<file path="src/rtl/gauss3x3_window_if.sv">
// gauss3x3_window_if: column input and filtered pixel output of the 3x3 Gaussian stage
interface gauss3x3_window_if #(
    parameter int DATA_WIDTH = 16
);
    logic [DATA_WIDTH-1:0] row_0;
    logic [DATA_WIDTH-1:0] row_1;
    logic [DATA_WIDTH-1:0] row_2;
    logic                  in_valid;
    logic [DATA_WIDTH-1:0] data_out;
    logic                  out_valid;
    logic                  out_last;

    modport master (
        output row_0, row_1, row_2, in_valid,
        input  data_out, out_valid, out_last
    );

    modport slave (
        input  row_0, row_1, row_2, in_valid,
        output data_out, out_valid, out_last
    );
endinterface

</file>
<file path="src/rtl/gauss3x3_window.sv">
// gauss3x3_window: 3x3 window former with rounded [1 2 1]x[1 2 1]/16 smoothing
module gauss3x3_window #(
    parameter int ADDR_WIDTH = 7,
    parameter int DATA_WIDTH = 16,
    parameter int LENGTH     = 100
) (
    input logic              clk,
    input logic              rst_n,
    gauss3x3_window_if.slave io
);
    localparam int HW = DATA_WIDTH + 2;
    localparam int SW = DATA_WIDTH + 4;
    localparam logic [ADDR_WIDTH-1:0] LAST = ADDR_WIDTH'(LENGTH - 1);

    logic [DATA_WIDTH-1:0] w_q [3][3];
    logic [DATA_WIDTH-1:0] w_d [3][3];
    logic [ADDR_WIDTH-1:0] col_q, col_d;
    logic                  wv_q, wv_d;
    logic                  wl_q, wl_d;
    logic [HW-1:0]         h_q [3];
    logic [HW-1:0]         h_d [3];
    logic                  v1_q, v1_d;
    logic                  last1_q, last1_d;
    logic [SW-1:0]         s;
    logic [DATA_WIDTH-1:0] dout_q, dout_d;
    logic                  ov_q, ov_d;
    logic                  ol_q, ol_d;

    // Window shift and column tracking; valid/last tags travel with the freshly formed window
    always_comb begin
        w_d   = w_q;
        col_d = col_q;
        wv_d  = 1'b0;
        wl_d  = 1'b0;
        if (io.in_valid) begin
            for (int r = 0; r < 3; r++) begin
                w_d[r][0] = w_q[r][1];
                w_d[r][1] = w_q[r][2];
            end
            w_d[0][2] = io.row_0;
            w_d[1][2] = io.row_1;
            w_d[2][2] = io.row_2;
            col_d     = (col_q == LAST) ? '0 : col_q + 1'b1;
            wv_d      = (col_q >= ADDR_WIDTH'(2));
            wl_d      = (col_q == LAST);
        end
    end

    // Stage 1: horizontal [1 2 1] per row
    always_comb begin
        for (int r = 0; r < 3; r++)
            h_d[r] = HW'(w_q[r][0]) + (HW'(w_q[r][1]) << 1) + HW'(w_q[r][2]);
        v1_d    = wv_q;
        last1_d = wl_q;
    end

    // Stage 2: vertical [1 2 1] and round-half-up divide by 16; output holds between pixels
    always_comb begin
        s      = SW'(h_q[0]) + (SW'(h_q[1]) << 1) + SW'(h_q[2]);
        dout_d = v1_q ? DATA_WIDTH'((s + SW'(8)) >> 4) : dout_q;
        ov_d   = v1_q;
        ol_d   = last1_q;
    end

    // State registers with synchronous active-low reset
    always_ff @(posedge clk) begin
        if (!rst_n) begin
            w_q     <= '{default: '0};
            col_q   <= '0;
            wv_q    <= 1'b0;
            wl_q    <= 1'b0;
            h_q     <= '{default: '0};
            v1_q    <= 1'b0;
            last1_q <= 1'b0;
            dout_q  <= '0;
            ov_q    <= 1'b0;
            ol_q    <= 1'b0;
        end else begin
            w_q     <= w_d;
            col_q   <= col_d;
            wv_q    <= wv_d;
            wl_q    <= wl_d;
            h_q     <= h_d;
            v1_q    <= v1_d;
            last1_q <= last1_d;
            dout_q  <= dout_d;
            ov_q    <= ov_d;
            ol_q    <= ol_d;
        end
    end

    assign io.data_out  = dout_q;
    assign io.out_valid = ov_q;
    assign io.out_last  = ol_q;
endmodule

</file>
<file path="src/flat_wrapper.sv">
// flat-port wrapper written by rule: the top's interface ports become plain ports
module gauss3x3_window_flat 
#(
    parameter int ADDR_WIDTH = 7,
    parameter int DATA_WIDTH = 16,
    parameter int LENGTH     = 100
)
  (clk, rst_n, io_row_0, io_row_1, io_row_2, io_in_valid, io_data_out, io_out_valid, io_out_last);
  gauss3x3_window_if #(.DATA_WIDTH(DATA_WIDTH)) io_i ();
  input logic clk;
  input logic rst_n;
  input wire logic [$bits(io_i.row_0)-1:0] io_row_0;
  input wire logic [$bits(io_i.row_1)-1:0] io_row_1;
  input wire logic [$bits(io_i.row_2)-1:0] io_row_2;
  input wire logic [$bits(io_i.in_valid)-1:0] io_in_valid;
  output wire logic [$bits(io_i.data_out)-1:0] io_data_out;
  output wire logic [$bits(io_i.out_valid)-1:0] io_out_valid;
  output wire logic [$bits(io_i.out_last)-1:0] io_out_last;
  assign io_i.row_0 = io_row_0;
  assign io_i.row_1 = io_row_1;
  assign io_i.row_2 = io_row_2;
  assign io_i.in_valid = io_in_valid;
  assign io_data_out = io_i.data_out;
  assign io_out_valid = io_i.out_valid;
  assign io_out_last = io_i.out_last;
  gauss3x3_window #(.ADDR_WIDTH(ADDR_WIDTH), .DATA_WIDTH(DATA_WIDTH), .LENGTH(LENGTH)) u_core (.clk(clk), .rst_n(rst_n), .io(io_i));
endmodule
</file>
<file path="config.mk">
export PLATFORM = sky130hd
export DESIGN_NAME = gauss3x3_window_flat
export DESIGN_NICKNAME = d
export VERILOG_FILES = /design/src/rtl/gauss3x3_window_if.sv /design/src/rtl/gauss3x3_window.sv /design/src/flat_wrapper.sv
export SDC_FILE = /design/constraint.sdc
export NUM_CORES = 1
export LEC_CHECK = 0
export BUFFER_PORTS_ARGS = -buffer_cell sky130_fd_sc_hd__buf_2
export CORE_MARGIN = 2
export CORE_UTILIZATION = 56
export CTS_CLUSTER_SIZE = 20
export DETAILED_ROUTE_END_ITERATION = 12
export PLACE_DENSITY = 0.87
export SETUP_SLACK_MARGIN = 0.2
export SLEW_MARGIN = 10
export SYNTH_ARGS = -nofsm -noshare
export SYNTH_HDL_FRONTEND = slang
export SYNTH_SLANG_ARGS = --single-unit
</file>
<file path="constraint.sdc">
create_clock -name clk -period 3.1 [get_ports clk]
set_input_delay 0.62 -clock clk [delete_from_list [all_inputs] [get_ports clk]]
set_output_delay 0.62 -clock clk [all_outputs]
set_load 0.05 [all_outputs]
</file>
; ---- Word level (Yosys, flattened, before mapping)
; Index checks and enable logic that the tools add are counted.
[classes]
n_reduce_logical = 1
muxes = 1
addsub = 10
n_eq_ne = 1
order_cmp = 1
[op_table]
columns = op, count
row1 = adder 16 x 17 -> 18 bit, 3
row2 = adder 18 x 16 -> 18 bit, 3
row3 = adder 18 x 19 -> 20 bit, 1
row4 = adder 20 x 18 -> 20 bit, 1
row5 = "adder 20 x 4 -> 20 bit, second input constant", 1
row6 = "adder 7 x 1 -> 7 bit, second input constant", 1
row7 = "equality test 7 bit, second input constant", 1
row8 = ">= comparator 7 x 2 -> 1 bit, second input constant", 1
row9 = two-way mux 7 bit, 1
row10 = AND reduction 2 bit, 1
[word_totals]
wordCells = 34
ff_bits = 227
out_inout_bits = 18
in_bits = 51

; ---- Longest topological paths before layout
[logic_depth]
ltp_word = 3
depth_mapped = 11
depth_no_buf = 11

; ---- Worst setup path before layout
; No wires, ideal clock.
[synth_timing]
path_kind = reg2reg
startpoint = register u_core.h_q[5] in the netlist's numbering
endpoint = register u_core.dout_q[8] (netlist: u_core.io.data_out[8])
period_less_slack_ns = 3.025
n_path_buf = 0
arrival_time_ns = 2.908
stages_incl_launch_ff = 12
required_time_ns = 2.983
setup_time_ns = 0.117
slack_ns = 0.075
path_cell_list = dfxtp_1 -> inv_1 -> fa_1 -> inv_1 -> ha_1 -> ha_1 -> o21a_1 -> o211a_1 -> a22o_2 -> o21a_1 -> or3_1 -> a32o_1
[synth_between]
elab_chain_len = 2
[synth_lines]
columns = element, line
row1 = from (decl), gauss3x3_window.sv:20  ; logic [HW-1:0] h_q [3];
row2 = from (signal assigned), gauss3x3_window.sv:72  ; h_q <= '{default: '0};
row3 = from (signal assigned), gauss3x3_window.sv:83  ; h_q <= h_d;
row4 = adder 20 x 18 -> 20 bit, gauss3x3_window.sv:59  ; s = SW'(h_q[0]) + (SW'(h_q[1]) << 1) + SW'(h_q[2]);
row5 = adder 20 x 4 -> 20 bit, gauss3x3_window.sv:60  ; dout_d = v1_q ? DATA_WIDTH'((s + SW'(8)) >> 4) : dout_q;
row6 = to (signal assigned), gauss3x3_window.sv:86  ; dout_q <= dout_d;
row7 = to (decl), gauss3x3_window.sv:25  ; logic [DATA_WIDTH-1:0] dout_q, dout_d;
; Every way passes these cells.
; A chain may end at the register's enable or synchronous reset.

; ---- Final worst setup path
[layout_timing]
startpoint = register u_core.h_q[7] in the netlist's numbering
endpoint = register u_core.dout_q[8] (netlist: u_core.io.data_out[8])
; The elaborated chain is that of the path after synthesis.

==> results.json <==
{
  "io-pin-count": 69,
  "postRouteAntennaNets": 0,
  "drt_iter0_drc": 662,
  "leakagePower_uw": 0.006389,
  "maxCapViolations": 0,
  "cts_tree": "done",
  "clock_sinks": 227,
  "synth_nets": 1380,
  "drt-wirelength-per-cell_um": 16.46,
  "r2r_end": "u_core.io.data_out[8]",
  "finalPower_uw": 7127,
  "power_frac_clock": 0.416,
  "critPathKind": "register to register",
  "rsz0062_at_grt": "yes",
  "holdPathEnd": "u_core.w_q[110]",
  "power_switching_uw": 1872,
  "avgSynthCellArea_sq_um": 10.04,
  "grt_pass1_wl_um": 41220,
  "rr_worst_depth": 11,
  "synth.cell_area_sq_um": 11830,
  "h-tree-depth": 1,
  "dr_total_vias": 8816,
  "ys_seq_area_frac": 0.3842,
  "cts_buffers": 25,
  "synthFlopType": "dfxtp_1",
  "worst_pin_slew_ps": 665.4,
  "insertion_delay_ps": 520,
  "hold_path.class": "input pin to register",
  "placed_area_sq_um": 12540,
  "synthToLayoutAreaGrowth_pct": 15.14,
  "end_kind": "register",
  "p_per_area_nw_per_um2": 523.3,
  "crit_required_ps": 3510,
  "drv_slew": 0,
  "drive_gt1_frac": 0.1427,
  "viasPerCell": 5.714,
  "ys_types": 58,
  "finalSetupViolCount": 0,
  "place.port_buffers": 68,
  "place.gp.congestion": 0.9548,
  "clockBufferDepth": 3,
  "fin_area_sq_um": 13620,
  "antenna_found_initial": 0,
  "holdPathStages": 3,
  "grt-ovfl-total": 0,
  "drt_wl_total_um": 25410,
  "worstReg2RegStart": "u_core.h_q[7]",
  "crit_arrival_ps": 3400,
  "netlist_instances": 1178,
  "track_usage": 0.2243,
  "hold_viol_final": 0,
  "path_clk_slew_ps": 60,
  "synth_warnings": 0,
  "p_seq_frac": 0.443,
  "start_util": 0.5663,
  "grt_pass1_vias": 8586,
  "crit_fanout": 6,
  "ir_worst_vdd_v": 0.0003788,
  "hpwlAfterDp_um": 16650,
  "slew_headroom": 0.5517,
  "fmax_ghz": 0.3346,
  "grt_max_degree": 76,
  "core_area_sq_um": 20890,
  "row_count": 53,
  "intPower_uw": 5255,
  "route.detailed.drc": 0,
  "fin_ws_ps": 110.9,
  "diodes": 0,
  "critPathLaunch": "u_core.h_q[7]",
  "pre_cts_slack_ps": 19.39,
  "cts_root_buffer": "clkbuf_16",
  "async_reset_ff_frac": 0,
  "reg2reg_slack_ps": 110,
  "period_minus_slack_ps": 2989,
  "startpoint_type": "register",
  "synth_edf_count": 0,
  "min_period_over_period": 0.9642,
  "dieArea_sq_um": 22300,
  "synth_seq_cells": 227,
  "combPwrFrac": 0.141,
  "die_h_um": 149.3,
  "status": "finished, final reports clean",
  "num-fill-cells": 1537,
  "drt-pass1-iter-count": 5,
  "nets": 1454,
  "min-delay-start": "io_row_0[14]",
  "die_w_um": 149.3,
  "power.share.switching": 0.2627,
  "skew_ps": 18.95,
  "holdWs_ps": 332.8
}
[synthesized netlist by cell type (4+ instances only)]
| library cell | count | area [sq um] |
|---|---|---|
| mux2i_1 | 153 | 1531 |
| a21oi_1 | 28 | 140.1 |
| ha_1 | 86 | 1076 |
| a211oi_1 | 7 | 52.55 |
| a32o_1 | 5 | 50.05 |
| o211ai_1 | 7 | 52.55 |
| nand3b_1 | 4 | 30.03 |
| o21a_1 | 20 | 150.1 |
| xor2_1 | 22 | 192.7 |
| clkbuf_1 | 21 | 78.83 |
| o21bai_1 | 4 | 30.03 |
| o21ai_0 | 42 | 210.2 |
| nand4_1 | 8 | 50.05 |
| or3_1 | 6 | 37.54 |
| fa_1 | 65 | 1301 |
| nor2b_1 | 9 | 56.30 |
| and3_1 | 9 | 56.30 |
| o2111ai_1 | 4 | 35.03 |
| xnor2_1 | 9 | 78.83 |
| inv_1 | 64 | 240.2 |
| and2_1 | 13 | 81.33 |
| nor3b_1 | 7 | 52.55 |
| nor3_1 | 25 | 125.1 |
| buf_1 | 21 | 78.83 |
| nand2b_1 | 12 | 75.07 |
| nor2_1 | 197 | 739.5 |
| nand2_1 | 27 | 101.4 |
| a31oi_1 | 10 | 62.56 |
| a21o_1 | 12 | 90.09 |
| dfxtp_1 | 227 | 4544 |
| nand3_1 | 11 | 55.05 |
[cell families after synthesis]
logic type	count (synthesis)	synth area share
simple gates	339	0.1308
fa+ha+maj	151	0.2010
compound gates	170	0.09752
mux	153	0.1295
flops	227	0.3842
xor+xnor	31	0.02295
buf+inv	107	0.03406
[repair_timing]
action                     in CTS  in global routing
gates resized for setup        15                 35
hold buffers                    0                  0
setup endpoints to repair       8                 21
setup buffers                   8                  1
pin swaps                      15                 18
[state kept, by name (all words and copies together), names as in the netlist]
register and cells:
u_core.last1_d 1, u_core.v1_d 1, u_core.col_q 7, u_core.io.out_valid 1, u_core.h_q 54, u_core.io.data_out 16, u_core.last1_q 1, u_core.w_q 144
u_core.ov_d 1, u_core.io.out_last 1
[metrics by stage]
| stage | setup TNS [ps] | utilization | cells |
|---|---|---|---|
| after global routing | -10.25 | 0.6520 | 1543 |
| after detailed placement | 0 | 0.6001 | 1491 |
| after CTS | 0 | 0.6453 | 1542 |
| final | 0 | 0.6520 | 1543 |
| after floorplan | 0 | - | 1178 |
| after global placement | 0 | 0.6001 | 1491 |
[power groups by stage]
| stage | Combinational [uW] | Clock [uW] | Sequential [uW] |
|---|---|---|---|
| floorplan | 681 | 0 | 3200 |
| global placement | 868 | 0 | 3210 |
| detailed placement | 904 | 0 | 3220 |
| CTS | 949 | 3000 | 3150 |
| global route | 1110 | 3140 | 3170 |
| finish | 1010 | 2970 | 3150 |
[layer usage]
metal,global-route usage,share of wire
met3,0.02844,0.048
met5,0,0
met4,0.07619,0.031
met2,0.3866,0.50
met1,0.2922,0.42
[how the worst max path moves through the flow]
stage                             end  slack (ps)
6_report        u_core.io.data_out[8]         110
5_1_grt         u_core.io.data_out[8]         -10
2_1_floorplan  u_core.io.data_out[14]         200
3_3_place_gp   u_core.io.data_out[14]         110
4_1_cts         u_core.io.data_out[8]         160
3_5_place_dp   u_core.io.data_out[14]          20
[cell type report]
| cell class | instances | area (sq um) | area share |
|---|---|---|---|
| clock buffer | 34 | 709.4 | 0.05209 |
| tap | 275 | 344.1 | 0.02526 |
| sequential | 227 | 4551 | 0.3341 |
| clock inverter | 9 | 112.6 | 0.008268 |
| multi-input combinational | 844 | 7131 | 0.5236 |
| inverter | 64 | 245.2 | 0.01801 |
| timing repair buffer | 90 | 526.8 | 0.03868 |
[worst max-delay path, cell delays in order, from the launching register on]
cell      delay (ps)
dfxtp_1          300
inv_1             60
fa_1             560
inv_1             50
ha_1             180
ha_1             350
a21oi_1          230
o21bai_2         120
a22o_4           270
o21a_1           180
or3_1            320
a32o_1           260
[cell usage in the layout, fill, tap and decap left out, drive strengths merged, types with 27 or more instances in the layout]
| cell type | count |
|---|---|
| dfxtp | 227 |
| nor2 | 197 |
| mux2i | 153 |
| buf | 89 |
| ha | 86 |
| fa | 65 |
| inv | 65 |
| o21ai | 43 |
| clkbuf | 35 |
| a21oi | 28 |
| nand2 | 27 |
Power figures use the tool's default switching activity.
